<file path="src/rtl/motor_copia_memoria.sv">
// motor_copia_memoria: word-by-word memory copy engine driving a single-port
// synchronous memory (read data valid the cycle after the address).
// Each word takes three cycles: LER (present source), CAPTURA (latch read
// data), ESCREVER (write to destination). FIM emits a one-cycle done pulse.
// Optional feature: define MOTOR_COPIA_SOBREPOSICAO_EN to copy descending when
// the destination window overlaps the source from above.
// Ports:
//   clock, reset         rising-edge clock, asynchronous active-high reset
//   inicio               start request, sampled only while idle
//   origem/destino       first source / destination word address
//   tamanho              number of words to copy
//   ocupado, concluido   busy flag, one-cycle completion pulse
//   mem_hab_escrita      memory write enable
//   mem_endereco         memory address
//   mem_entrada          memory write data
//   mem_saida            memory read data
module motor_copia_memoria #(
  parameter int unsigned bits_palavra  = 16,
  parameter int unsigned end_registros = 16
) (
  input  logic                     clock,
  input  logic                     reset,
  input  logic                     inicio,
  input  logic [end_registros-1:0] origem,
  input  logic [end_registros-1:0] destino,
  input  logic [end_registros-1:0] tamanho,
  output logic                     ocupado,
  output logic                     concluido,
  output logic                     mem_hab_escrita,
  output logic [end_registros-1:0] mem_endereco,
  output logic [bits_palavra-1:0]  mem_entrada,
  input  logic [bits_palavra-1:0]  mem_saida
);

  localparam int unsigned A = end_registros;
  localparam int unsigned W = bits_palavra;

  localparam logic [2:0] OCIOSO   = 3'd0;
  localparam logic [2:0] LER      = 3'd1;
  localparam logic [2:0] CAPTURA  = 3'd2;
  localparam logic [2:0] ESCREVER = 3'd3;
  localparam logic [2:0] FIM      = 3'd4;

  logic [2:0]   estado, prox;
  logic [A-1:0] fonte, fonte_n;
  logic [A-1:0] alvo, alvo_n;
  logic [A-1:0] restante, restante_n;
  logic [W-1:0] dado, dado_n;

  logic         ocupado_n, concluido_n, hab_escrita_n;
  logic [A-1:0] endereco_n;
  logic [W-1:0] entrada_n;

`ifdef MOTOR_COPIA_SOBREPOSICAO_EN
  logic         descendente, descendente_n;
  logic [A:0]   fim_origem;
  logic         sobrepoe;

  // Unwrapped overlap test: destination starts inside the source window.
  assign fim_origem = {1'b0, origem} + {1'b0, tamanho};
  assign sobrepoe   = (destino > origem) && ({1'b0, destino} < fim_origem);
`endif

  // State and datapath registers.
  always_ff @(posedge clock or posedge reset) begin
    if (reset) begin
      estado          <= OCIOSO;
      fonte           <= '0;
      alvo            <= '0;
      restante        <= '0;
      dado            <= '0;
      ocupado         <= 1'b0;
      concluido       <= 1'b0;
      mem_hab_escrita <= 1'b0;
      mem_endereco    <= '0;
      mem_entrada     <= '0;
`ifdef MOTOR_COPIA_SOBREPOSICAO_EN
      descendente     <= 1'b0;
`endif
    end else begin
      estado          <= prox;
      fonte           <= fonte_n;
      alvo            <= alvo_n;
      restante        <= restante_n;
      dado            <= dado_n;
      ocupado         <= ocupado_n;
      concluido       <= concluido_n;
      mem_hab_escrita <= hab_escrita_n;
      mem_endereco    <= endereco_n;
      mem_entrada     <= entrada_n;
`ifdef MOTOR_COPIA_SOBREPOSICAO_EN
      descendente     <= descendente_n;
`endif
    end
  end

  // Next state, datapath update and output values for the state being entered,
  // so registered outputs line up with the state they belong to.
  always_comb begin
    prox       = estado;
    fonte_n    = fonte;
    alvo_n     = alvo;
    restante_n = restante;
    dado_n     = dado;
`ifdef MOTOR_COPIA_SOBREPOSICAO_EN
    descendente_n = descendente;
`endif

    case (estado)
      OCIOSO: begin
        if (inicio) begin
          restante_n = tamanho;
`ifdef MOTOR_COPIA_SOBREPOSICAO_EN
          if (sobrepoe) begin
            fonte_n       = origem + tamanho - A'(1);
            alvo_n        = destino + tamanho - A'(1);
            descendente_n = 1'b1;
          end else begin
            fonte_n       = origem;
            alvo_n        = destino;
            descendente_n = 1'b0;
          end
`else
          fonte_n = origem;
          alvo_n  = destino;
`endif
          prox = (tamanho != '0) ? LER : FIM;
        end
      end
      LER:     prox = CAPTURA;
      CAPTURA: begin
        dado_n = mem_saida;
        prox   = ESCREVER;
      end
      ESCREVER: begin
`ifdef MOTOR_COPIA_SOBREPOSICAO_EN
        if (descendente) begin
          fonte_n = fonte - A'(1);
          alvo_n  = alvo - A'(1);
        end else begin
          fonte_n = fonte + A'(1);
          alvo_n  = alvo + A'(1);
        end
`else
        fonte_n = fonte + A'(1);
        alvo_n  = alvo + A'(1);
`endif
        restante_n = restante - A'(1);
        prox       = (restante_n != '0) ? LER : FIM;
      end
      FIM:     prox = OCIOSO;
      default: prox = OCIOSO;
    endcase

    ocupado_n     = (prox != OCIOSO);
    concluido_n   = (prox == FIM);
    hab_escrita_n = (prox == ESCREVER);
    endereco_n    = mem_endereco;
    entrada_n     = mem_entrada;
    if (prox == LER || prox == CAPTURA) begin
      endereco_n = fonte_n;
    end else if (prox == ESCREVER) begin
      endereco_n = alvo_n;
      entrada_n  = dado_n;
    end
  end

endmodule

</file>
<file path="config.mk">
export PLATFORM = sky130hd
export DESIGN_NAME = motor_copia_memoria
export DESIGN_NICKNAME = d
export VERILOG_FILES = /design/src/rtl/motor_copia_memoria.sv
export SDC_FILE = /design/constraint.sdc
export NUM_CORES = 1
export LEC_CHECK = 0
export CORE_MARGIN = 2
export CORE_UTILIZATION = 55
export DETAILED_ROUTE_END_ITERATION = 12
export GPL_TIMING_DRIVEN = 0
export PLACE_DENSITY_LB_ADDON = 0.08
export RECOVER_POWER = 50
export SYNTH_ARGS = -nofsm -noshare
export SYNTH_HDL_FRONTEND = slang
export SYNTH_SLANG_ARGS = --single-unit
</file>
<file path="constraint.sdc">
create_clock -name clock -period 6.4 [get_ports clock]
set_input_delay 0.64 -clock clock [delete_from_list [all_inputs] [get_ports clock]]
set_output_delay 0.64 -clock clock [all_outputs]
set_load 0.02 [all_outputs]
</file>
---- After elaboration in Yosys (flattened, before gate mapping) ----
Cells that the tools add are included.
word-level totals
  word-level logic and storage cells ...... 44
  register bits after elaboration ......... 102
operators by class
  multiplexer cells ....................... 13
  bitwise logic cells ..................... 1
  $add $sub $neg .......................... 3
  equal/unequal tests ..................... 8
  reductions and logical operators ........ 9
operators with widths
  kind                     count
  $mux W16                 6
  $pmux W16 S2             3
  $add A16 B1 Y16 const B  2
  $reduce_bool A16 Y1      2
  $sub A16 B1 Y16 const B  1
  $eq A3 B2 Y1 const B     4
  $pmux W3 S4              1
  $mux W3                  3
  $eq A3 B1 Y1 const B     2
  $reduce_and A2 Y1        2
  $reduce_bool A2 Y1       2
  $eq A3 B3 Y1 const B     1
  $logic_not A3 Y1         1
  $reduce_bool A3 Y1       1
  $ne A2 B2 Y1 const B     1
  $logic_or A1 B1 Y1       1
  $not A1 Y1               1

---- Depth between registers and ports, before layout ----
  depth in word-level cells ............... 8
  gate-level depth with buffers ........... 10

---- Worst setup path before layout ----
OpenSTA, ideal clock, no wires.
  path kind ............................... register -> register
  start point ............................. register restante[0]
  end point ............................... register mem_endereco[13]
  clock period less this slack ............ 2.606 ns
  stages on the path, launching flop included .. 11
  setup slack ............................. 3.794 ns
  data arrival time ....................... 2.481 ns
  buffers on the path ..................... 2
  cell sequence ........................... dfrtp_1 > clkbuf_2 > inv_1 > ha_1 > or4b_1 > xnor2_1 > o2bb2ai_1 > and2_4 > buf_6 > a31oi_4 > mux2_2
on the way
  cells in the longest elaborated chain, start to end .. 7
  elaborated cells between the ends (all ways) .. 10
  those cells by class .................... add/sub (1); eq/ne (3); mux (3); reduce/logical (3)
ends and longest elaborated chain
  element                                         line  RTL
  start, declared                                 47    logic [A-1:0] restante, restante_n;
  start signal, assigned                          84    restante <= restante_n;
  $sub A16 B1 Y16 (*)                             148   restante_n = restante - A'(1);
  $reduce_bool A16 Y1 (*)                         149   prox = (restante_n != '0) ? LER : FIM;
  $mux W3 (*)                                     149
  $pmux W3 S4 (*)                                 109   case (estado)
  $eq A3 B1 Y1 or $eq A3 B2 Y1 (tied branches)    160   if (prox == LER || prox == CAPTURA) begin
  $logic_or A1 B1 Y1                              160
  $mux W16 or $reduce_bool A2 Y1 (tied branches)  n/a
  end signal, assigned                            89    mem_endereco <= endereco_n;
  end, declared                                   30    output logic [end_registros-1:0] mem_endereco,
Every way passes the cells marked *; elsewhere a longest branch is shown, timed or not.
A chain may end at the register's enable or synchronous reset.

---- Worst setup path in the final report ----
  start point ............................. input port inicio
  end point ............................... register restante[12]
on the way
  cells in the longest elaborated chain, start to end .. 2
ends and longest elaborated chain
  element                             line  RTL
  start, declared                     23    input logic inicio,
  $ne A2 B2 Y1 (no source line)       n/a
  $reduce_and A2 Y1 (no source line)  n/a
No other way between the ends.

==> impl_metrics.toml <==
[outcome]
status = "finished, violations left"
violations = "capacitance limit, slew limit"

[global_routing]
first_global_vias = 4848
grt_use_total_pct = 30.38
overflow = 0
grt_pass1_wl_um = 23570
antenna_found_initial = 0
grt_max_degree = 51

[flow_run]
maxCapViolCount = 1

[setup_path]
critical_path_class = "input pin to flip-flop"
crit_chain = "dlygate4sd3_1 > nor4b_2 > clkbuf_1 > buf_1 > clkbuf_1 > nand2_1 > o311ai_0"
arrival_ns = 3.66
critical_path.startpoint_type = "input pin"
cp_max_fo = 10
cp_top_family = "buffers and inverters"
critPathCaptureType = "flip-flop"
crit_top_cell = "clkbuf_1"
worstSetupStartpoint = "inicio"
cp_slowest_cell = "dlygate4sd3_1"
rr_startpoint = "restante[0]"
cp_num_buf_inv = 4
slowest_delay_ns = 0.69
required_ns = 6.65

[clock_network]
cts_tree = "yes"
h-tree-depth = 3
clkTransAtPathRegs_ns = 0.08
hold_buffers = 0
clock-sinks = 86
clkLatencyLatePin_ns = 0.37
clock_path_buffers = 2
root_buffer = "clkbuf_8"
ctsResizeCount = 0
post_cts_buffers = 0
cts_buffers = 9

[routing]
avgRoutedWirePerCell_um = 18.97
drc_errors = 0
vias = 4917
dr.pass1.iters = 5
final_antenna_net_count = 0
viasPerCell = 6.386
drt-initial-drc-count = 317
wl_um = 14610

[timing]
max_slew_margin_pct = -16.86
rsz0062_at_grt = "no"
fin_tns_setup_ns = 0
skew_ns = 0.01537
maxSlewViolCount = 37
max_freq_mhz = 293.1
fin_crit_sh_pct = 53.30
tightest_slew_ns = 1.743
hold_ws_ns = 0.4736
fin_crit_ns = 3.411
setup_viol = 0
finalHoldViolCount = 0

[finish]
nNetsFinal = 729
n_fill_cell = 667
n_antenna_cell = 0
drive_above_1_share_pct = 7.402
syn_to_final_growth_pct = 28.00

[synth]
synth_commonest_cells = "nand2_1, dfrtp_1, nand3_1, nor2_1, o21ai_0"
netlist_area_um2 = 4923
synth.largest_area_cell = "dfrtp_1"
synth_edf_count = 0
ys_seq_elements = 86
async_flop_share_pct = 100.0
ys_types = 64
syn-num-nets = 616
synth_area_leaders = "dfrtp_1, nand2_1, nand3_1, o21ai_0, a221o_1"
synth_seq_area_share_pct = 43.71
synth_most_common_cell = "nand2_1"
synth_ff_type = "dfrtp_1"
synth_top_cell_area_share_pct = 43.71
ys_warn_count = 0
syn_avg_cell_area_um2 = 9.034
syn_inst = 545

[power]
p_leak_nw = 2.670
vdd_drop_max_uv = 248.1
p_per_area_nw_per_um2 = 513.1

[floorplanning]
num_io_pins = 102
die_h_um = 98.62
design.core.area_um2 = 8721
die_x_um = 98.62
dieArea_um2 = 9725
initial_core_util_pct = 56.46
row_count = 34

[worst_hold_path]
hold_class = "flip-flop to flip-flop"
min_from = "mem_entrada[8]"

[place]
gp_congestion = 0.8803
hpwl_um = 10580
place.port_buffers = 101
-- cell usage in the layout (no fill, tap or decap), types with 3 or more instances in the layout --
cell type | Yosys | final
nand2_1 | 104 | 104
dfrtp_1 | 86 | 86
clkdlybuf4s50_1 | 0 | 86
nand3_1 | 28 | 29
nor2_1 | 28 | 28
o21ai_0 | 25 | 25
clkbuf_1 | 21 | 24
a21oi_1 | 15 | 15
dlygate4sd3_1 | 0 | 15
inv_1 | 15 | 14
o211ai_1 | 14 | 14
o311ai_0 | 13 | 13
nor4_1 | 12 | 12
nor3_1 | 12 | 12
a221o_1 | 12 | 12
nand4_1 | 11 | 11
and3_1 | 11 | 11
clkbuf_8 | 0 | 9
mux2_2 | 8 | 8
mux2i_1 | 8 | 8
buf_2 | 9 | 7
a22oi_1 | 7 | 7
or3_1 | 6 | 6
o311a_1 | 6 | 6
a211oi_1 | 5 | 5
a311o_1 | 5 | 5
and2_1 | 5 | 5
buf_1 | 4 | 4
a21o_1 | 4 | 4
and4_1 | 4 | 4
a31oi_1 | 4 | 4
ha_1 | 4 | 4
buf_6 | 3 | 3
or4b_1 | 3 | 3
xor2_1 | 3 | 3
nand3b_1 | 3 | 3
nand4b_1 | 3 | 3
a22o_1 | 3 | 3
o211a_1 | 3 | 3
-- logic make-up after synthesis --
| kind of cell | count (synthesis) | share of synthesized area (%) |
|---|---|---|
| AOI/OAI and AO/OA | 136 | 21.02 |
| adders and majority gates | 4 | 1.017 |
| xor gates and xnor gates | 6 | 1.220 |
| and+or+nand+nor | 244 | 24.83 |
| DFF | 86 | 43.71 |
| buffers and inverters | 53 | 4.752 |
| muxes | 16 | 3.456 |
-- metal layers --
layer  global-route usage (%)  up-vias  routed length [µm]
met3                    6.879       54                1313
met4                    14.12        0                 514
met2                    48.30      258                6862
met1                    39.75     2347                5917
met5                        0        -                   0
li1                         -     2258                   -
-- tightest hold or removal path, delay by kind of cell (launching register included) --
kind | cells | cell delay (ns)
flip-flops | 1 | 0.35
AND/OR/NAND/NOR | 2 | 0.10
-- power by group --
group	total, mW	switching [mW]	internal (mW)
Combinational	1.80	1.04	0.752
Sequential	1.01	0.209	0.798
Clock	0.430	0.209	0.220
-- flip-flops by register name (all words and copies together), names as in the netlist --
signal           flops
alvo                16
concluido            1
estado               3
fonte               16
mem_endereco        16
mem_entrada         16
mem_hab_escrita      1
ocupado              1
restante            16
-- through the flow --
step	cell area [µm²]	setup slack (ns)	util (%)	power, mW	instances
6_report	6302	2.989	72.27	3.233	770
5_1_grt	6302	2.851	72.27	3.437	770
4_1_cts	6311	3.123	72.37	3.223	770
3_5_place_dp	6100	2.758	69.94	2.787	755
3_3_place_gp	6070	2.149	69.60	2.729	754
2_1_floorplan	4923	3.538	-	2.168	545
-- path summary, 6_finish.rpt --
path	end	slack (ns)	cells past startpoint
setup / recovery	restante[12]	2.99	7
hold / removal	mem_entrada[8]	0.47	2
setup reg to reg	mem_endereco[5]	3.29	9
hold reg to reg	mem_entrada[8]	0.47	2
max in group asynchronous	mem_endereco[2]	4.36	3
min in group asynchronous	mem_endereco[14]	1.16	2
-- cell type report --
| type | count | area, µm² | area share (%) |
|---|---|---|---|
| flip-flops and latches | 86 | 2152 | 34.15 |
| plain buffers | 38 | 175.2 | 2.779 |
| repair buffers | 102 | 1039 | 16.48 |
| clock inverters | 5 | 83.83 | 1.330 |
| multi-input cells | 406 | 2532 | 40.18 |
| inverters | 15 | 57.56 | 0.9132 |
| well taps | 108 | 135.1 | 2.144 |
| clock buffers | 10 | 127.6 | 2.025 |
Note: power is estimated with default switching activity, not from simulation.
==> RTL change 1, RTL diff (same flow settings) <==
The parameter `bits_palavra` goes from 16 to 24.
--- a/src/rtl/motor_copia_memoria.sv
+++ b/src/rtl/motor_copia_memoria.sv
@@ -16,5 +16,5 @@
 //   mem_saida            memory read data
 module motor_copia_memoria #(
-  parameter int unsigned bits_palavra  = 16,
+  parameter int unsigned bits_palavra  = 24,
   parameter int unsigned end_registros = 16
 ) (
Ports: changed (resized mem_entrada and mem_saida); port bits go from 102 to 118. No check against the original RTL was run, so the function may have changed too.
==> RTL change 1 against the unedited design <==
- area after synthesis grew 0.36%
- cell area rose by 3.0%
- sequential cell count rose by 8
- power grew 2.2%
- setup slack gained 110 ps
- routed wire length up 0.21%
- via count decreased by 2.3%
- fmax rose by 3.3%
- critical path type unchanged
- highest routed layer unchanged
==> RTL change 1: results (changes against the unedited design) <==
Mean number of vias per cell: 6.15 (-3.7%)
Number of filler instances in the final layout: 660 (-1.0%)
Routed wire length on met2: 6.94 mm (+1.2%)
Status: completed
Static leakage power: 2.78 nW (+4.2%)
Input/output buffers: 117 (+16%)
Top area cells in the synthesized netlist: sky130_fd_sc_hd__dfrtp_1 (48%), sky130_fd_sc_hd__nand2_1 (9.9%), sky130_fd_sc_hd__nand3_1 (2.7%)
Peak per-stage delay on the critical path: 580 ps (-110 ps)
Most used standard cells in the synthesized netlist: sky130_fd_sc_hd__nand2_1 (130), sky130_fd_sc_hd__dfrtp_1 (94), sky130_fd_sc_hd__nor2_1 (33)
Place WS: 2890 ps (+134 ps)
Fraction of layout cells with a size suffix above 1: 6.69% (-0.72 points)
Slew HR: 7.75% (+25 points)
Net count of the mapped netlist: 618 (+0.32%)
Clock Skew: 12.9 ps (-2.46 ps)
Placed inst area: 6280 sq um (+2.9%)
Clock-pin slew reported for the worst setup and hold paths after clock tree synthesis: 100 ps (+20 ps)
Count of different cell masters after synthesis: 60 (-6.3%)
Final HPWL DP: 10.7 mm (+0.69%)
Number of global-route vias before repair: 4826 (-0.45%)
Final routed wirelength across all metal layers: 14.6 mm (+0.21%)
Met3 wire length: 1.47 mm (+12%)
Final weighted congestion in routability-driven placement: 0.907 (+3.1%)
Fin nets: 747 (+2.5%)
Met1 WL: 5.95 mm (+0.57%)
Grt met1 use: 40.4% (+0.61 points)
Data arrival time of the worst path: 3580 ps (-80 ps)
## RTL change 1: cell count changes after synthesis, sizes merged, moves of 5 or more
cell	change
and2	-5
o311a	-6
a211oi	-5
a311o	-5
nor2	+6
nand2	+26
buf	-9
mux2	+11
and3	-5
nand4	-5
dfrtp	+8
clkbuf	+5
## RTL change 1: power by group
group	switching [W]	internal, W	leakage [nW]	total (W)
clock network	0.000226	0.000206	0.108	0.000432
registers	0.000218	0.000866	1.17	0.00108
logic	0.00103	0.000757	1.50	0.00179
## RTL change 1: path summary, 6_finish.rpt
check	end	slack, ps	from
min reg2reg	mem_entrada[12]$_DFFE_PP0P_	480	mem_entrada[12]$_DFFE_PP0P_
min in group asynchronous	restante[10]$_DFFE_PP0P_	1030	reset
min	mem_entrada[12]$_DFFE_PP0P_	480	mem_entrada[12]$_DFFE_PP0P_
max reg2reg	restante[7]$_DFFE_PP0P_	3310	estado[0]$_DFF_PP0_
max	restante[7]$_DFFE_PP0P_	3100	inicio
max in group asynchronous	estado[1]$_DFF_PP0_	4510	reset
## RTL change 1: cell type report
type | instances | area (sq um) | area share (%)
clock buffer | 11 | 151 | 2.33
inverter | 13 | 50.0 | 0.771
timing repair buffer | 118 | 1200 | 18.5
multi-input combinational | 398 | 2390 | 36.9
sequential | 94 | 2350 | 36.2
clock inverter | 5 | 66.3 | 1.02
tap | 108 | 135 | 2.08
buffer | 34 | 144 | 2.22
## RTL change 1: cell families (layout without fill, tap and decap cells)
family / Yosys count / count (layout) / synth area share (%)
buf+inv: 47 / 181 / 3.92
xor+xnor: 5 / 5 / 0.886
mux: 26 / 26 / 6.20
flops: 94 / 94 / 47.6
compound gates: 106 / 106 / 15.4
simple gates: 257 / 257 / 25.0
fa+ha+maj: 4 / 4 / 1.01
==> RTL change 2, RTL diff (same settings) <==
Made on the original files. Take the reset off `mem_endereco` and `mem_entrada` and load them in a clocked block of their own.
--- a/src/rtl/motor_copia_memoria.sv
+++ b/src/rtl/motor_copia_memoria.sv
@@ -73,6 +73,4 @@
       concluido       <= 1'b0;
       mem_hab_escrita <= 1'b0;
-      mem_endereco    <= '0;
-      mem_entrada     <= '0;
 `ifdef MOTOR_COPIA_SOBREPOSICAO_EN
       descendente     <= 1'b0;
@@ -87,10 +85,13 @@
       concluido       <= concluido_n;
       mem_hab_escrita <= hab_escrita_n;
-      mem_endereco    <= endereco_n;
-      mem_entrada     <= entrada_n;
 `ifdef MOTOR_COPIA_SOBREPOSICAO_EN
       descendente     <= descendente_n;
 `endif
     end
+  end
+
+  always_ff @(posedge clock) begin
+    mem_endereco <= endereco_n;
+    mem_entrada  <= entrada_n;
   end
 
Function: changed (a bounded check fails within 4 cycles, from zero or initial values and one cycle with reset high).
==> RTL change 2 against the unedited design <==
- the run still ends with capacitance limit, slew limit left
- routed wire length fell by 13%
- power decreased by 7.3%
- via count decreased by 15%
- setup slack improved by 250 ps
- area after synthesis is 0.28% higher
- cell area down 0.14%
- sequential cell count up 16
- first-iteration DRC count up 6.3%
==> RTL change 2: results (changes against the unedited design) <==
Status: complete, but fails checks
Violated checks: capacitance limit, slew limit
Cell Count Post-Placement: 662 (-12%)
Wire length of the first global-routing pass: 20.5 mm (-13%)
Beginning of the worst hold path: dado[5]$_DFF_PP0_
Number of cells upsized or downsized after cts: 0 (unchanged)
Grt met1 use: 37.3% (-2.5 points)
Final routed wirelength across all metal layers: 12.7 mm (-13%)
Multiplexer share of the synthesized area: 8.06% (+4.6 points)
Critical-path top delay cell: sky130_fd_sc_hd__nor4b_1
Clock Skew: 9.85 ps (-5.52 ps)
Slack of the worst reg-to-reg path: 3250 ps (-40 ps)
Global routing met3 resource utilization: 4.89% (-2.0 points)
Input/output buffers: 100 (-0.99%)
Capture endpoint of the worst hold path: dado[5]$_DFF_PP0_
Synthesized-area fraction occupied by ao, oa, aoi and oai cells: 14.8% (-6.2 points)
Peak per-stage delay on the critical path: 470 ps (-220 ps)
Post-synthesis average cell area: 10.9 sq um (+21%)
Worst skew pair latency: 390 ps (+20 ps)
Post-Layout Cell Count: 678 (-12%)
Placed inst area: 6110 sq um (+0.14%)
Crit path capture: mem_endereco[5]$_DFFE_PP_
Part of the Yosys area used for sequential elements: 54.9% (+11 points)
Max-slew violation count: 71 (+92%)
DRC marker count from the first detailed-route iteration: 337 (+6.3%)
Fraction of layout cells with a size suffix above 1: 10.5% (+3.1 points)
Transition time of the tightest slew-check pin: 3110 ps (+1370 ps)
Endpoint of the worst register-to-register path: mem_endereco[1]$_DFFE_PP_
Total global routing track utilization: 26.7% (-3.7 points)
Mean number of vias per cell: 6.19 (-3.0%)
Depth of the most critical reg-to-reg path: 10 (+1)
Worst setup path startpoint: tamanho[5]
Final weighted congestion in routability-driven placement: 0.883 (+0.35%)
Final HPWL DP: 8.96 mm (-15%)
Post-CTS repair timing setup buffer count: 0 (unchanged)
Count of different cell masters after synthesis: 56 (-13%)
Top area cells in the synthesized netlist: sky130_fd_sc_hd__dfrtp_1 (35%), sky130_fd_sc_hd__edfxtp_1 (19%), sky130_fd_sc_hd__mux2_2 (5.0%)
Worst hold path stage count: 1 (-1)
Most used standard cells in the synthesized netlist: sky130_fd_sc_hd__dfrtp_1 (70), sky130_fd_sc_hd__nand2_1 (64), sky130_fd_sc_hd__edfxtp_1 (32)
Clock-pin slew reported for the worst setup and hold paths after clock tree synthesis: 110 ps (+30 ps)
Fraction of registers with async set or reset after synthesis: 68.6% (-31 points)
GR Layer Usage met2: 41.8% (-6.5 points)
Number of max-cap violations: 1 (unchanged)
Number of flops mapped to enable cells by yosys: 32 (+32)
Arithmetic-cell share of the synthesized area counting full adders, half adders and majority gates: 1.01% (-0.0028 points)
Maximum number of pins on one net before global-route repair: 71 (+39%)
Post-Synth XOR/XNOR Area: 0.532% (-0.69 points)
TritonCTS buffer count: 9 (unchanged)
First-pass detailed-route iteration total: 6 (+1)
Net count of the mapped netlist: 523 (-15%)
Largest delay contributor family on the critical path: simple AND/OR/NAND/NOR gates
## RTL change 2: cell count changes in the layout (fill, tap and decap cells not counted), sizes merged, moves of 8 or more
cell | unedited run | this run
and3 | 11 | 3
dlygate4sd3 | 15 | 32
buf | 15 | 7
mux2 | 8 | 32
clkdlybuf4s50 | 86 | 68
edfxtp | 0 | 32
nand2 | 104 | 64
mux2i | 8 | 0
dfrtp | 86 | 70
nor2 | 28 | 20
## RTL change 2: per-stage QoR
stage	setup slack [ps]	total power [W]	utilization, %	hold WS, ps
floorplan	3220	0.00211	-	466
global placement	1970	0.00255	69.6	475
detailed placement	2830	0.00262	70.0	486
CTS	3230	0.00303	72.3	509
global route	2850	0.00318	72.2	523
finish	3240	0.00300	72.2	505
## RTL change 2: logic make-up after synthesis
logic type / count (synthesis)
AND/OR/NAND/NOR: 172
AO/OA/AOI/OAI: 103
flip-flops: 102
buffers and inverters: 36
multiplexers: 32
adder cells (fa/ha/maj): 4
XOR/XNOR: 3
## RTL change 2: area by class of cell
type                       count  area [sq um]
tap                          108           135
sequential                   102          2710
multi-input combinational    314          2070
inverter                      10          38.8
buffer                        26           124
timing repair buffer         102          1020
clock buffer                   9           124
clock inverter                 7          75.1
fill                         642          2430
## RTL change 2: power breakdown
group | switching [W] | internal [W]
Sequential | 0.000191 | 0.00102
Clock | 0.000257 | 0.000155
Combinational | 0.000765 | 0.000604
Total | 0.00121 | 0.00178
## RTL change 2: per-layer routing
metal	vias to the layer above	part of all wire, %	wire [um]
met5	-	0	0
met1	2026	42	5370
met2	210	47	6020
met4	0	1.5	196
met3	18	8.7	1100
li1	1944	-	-
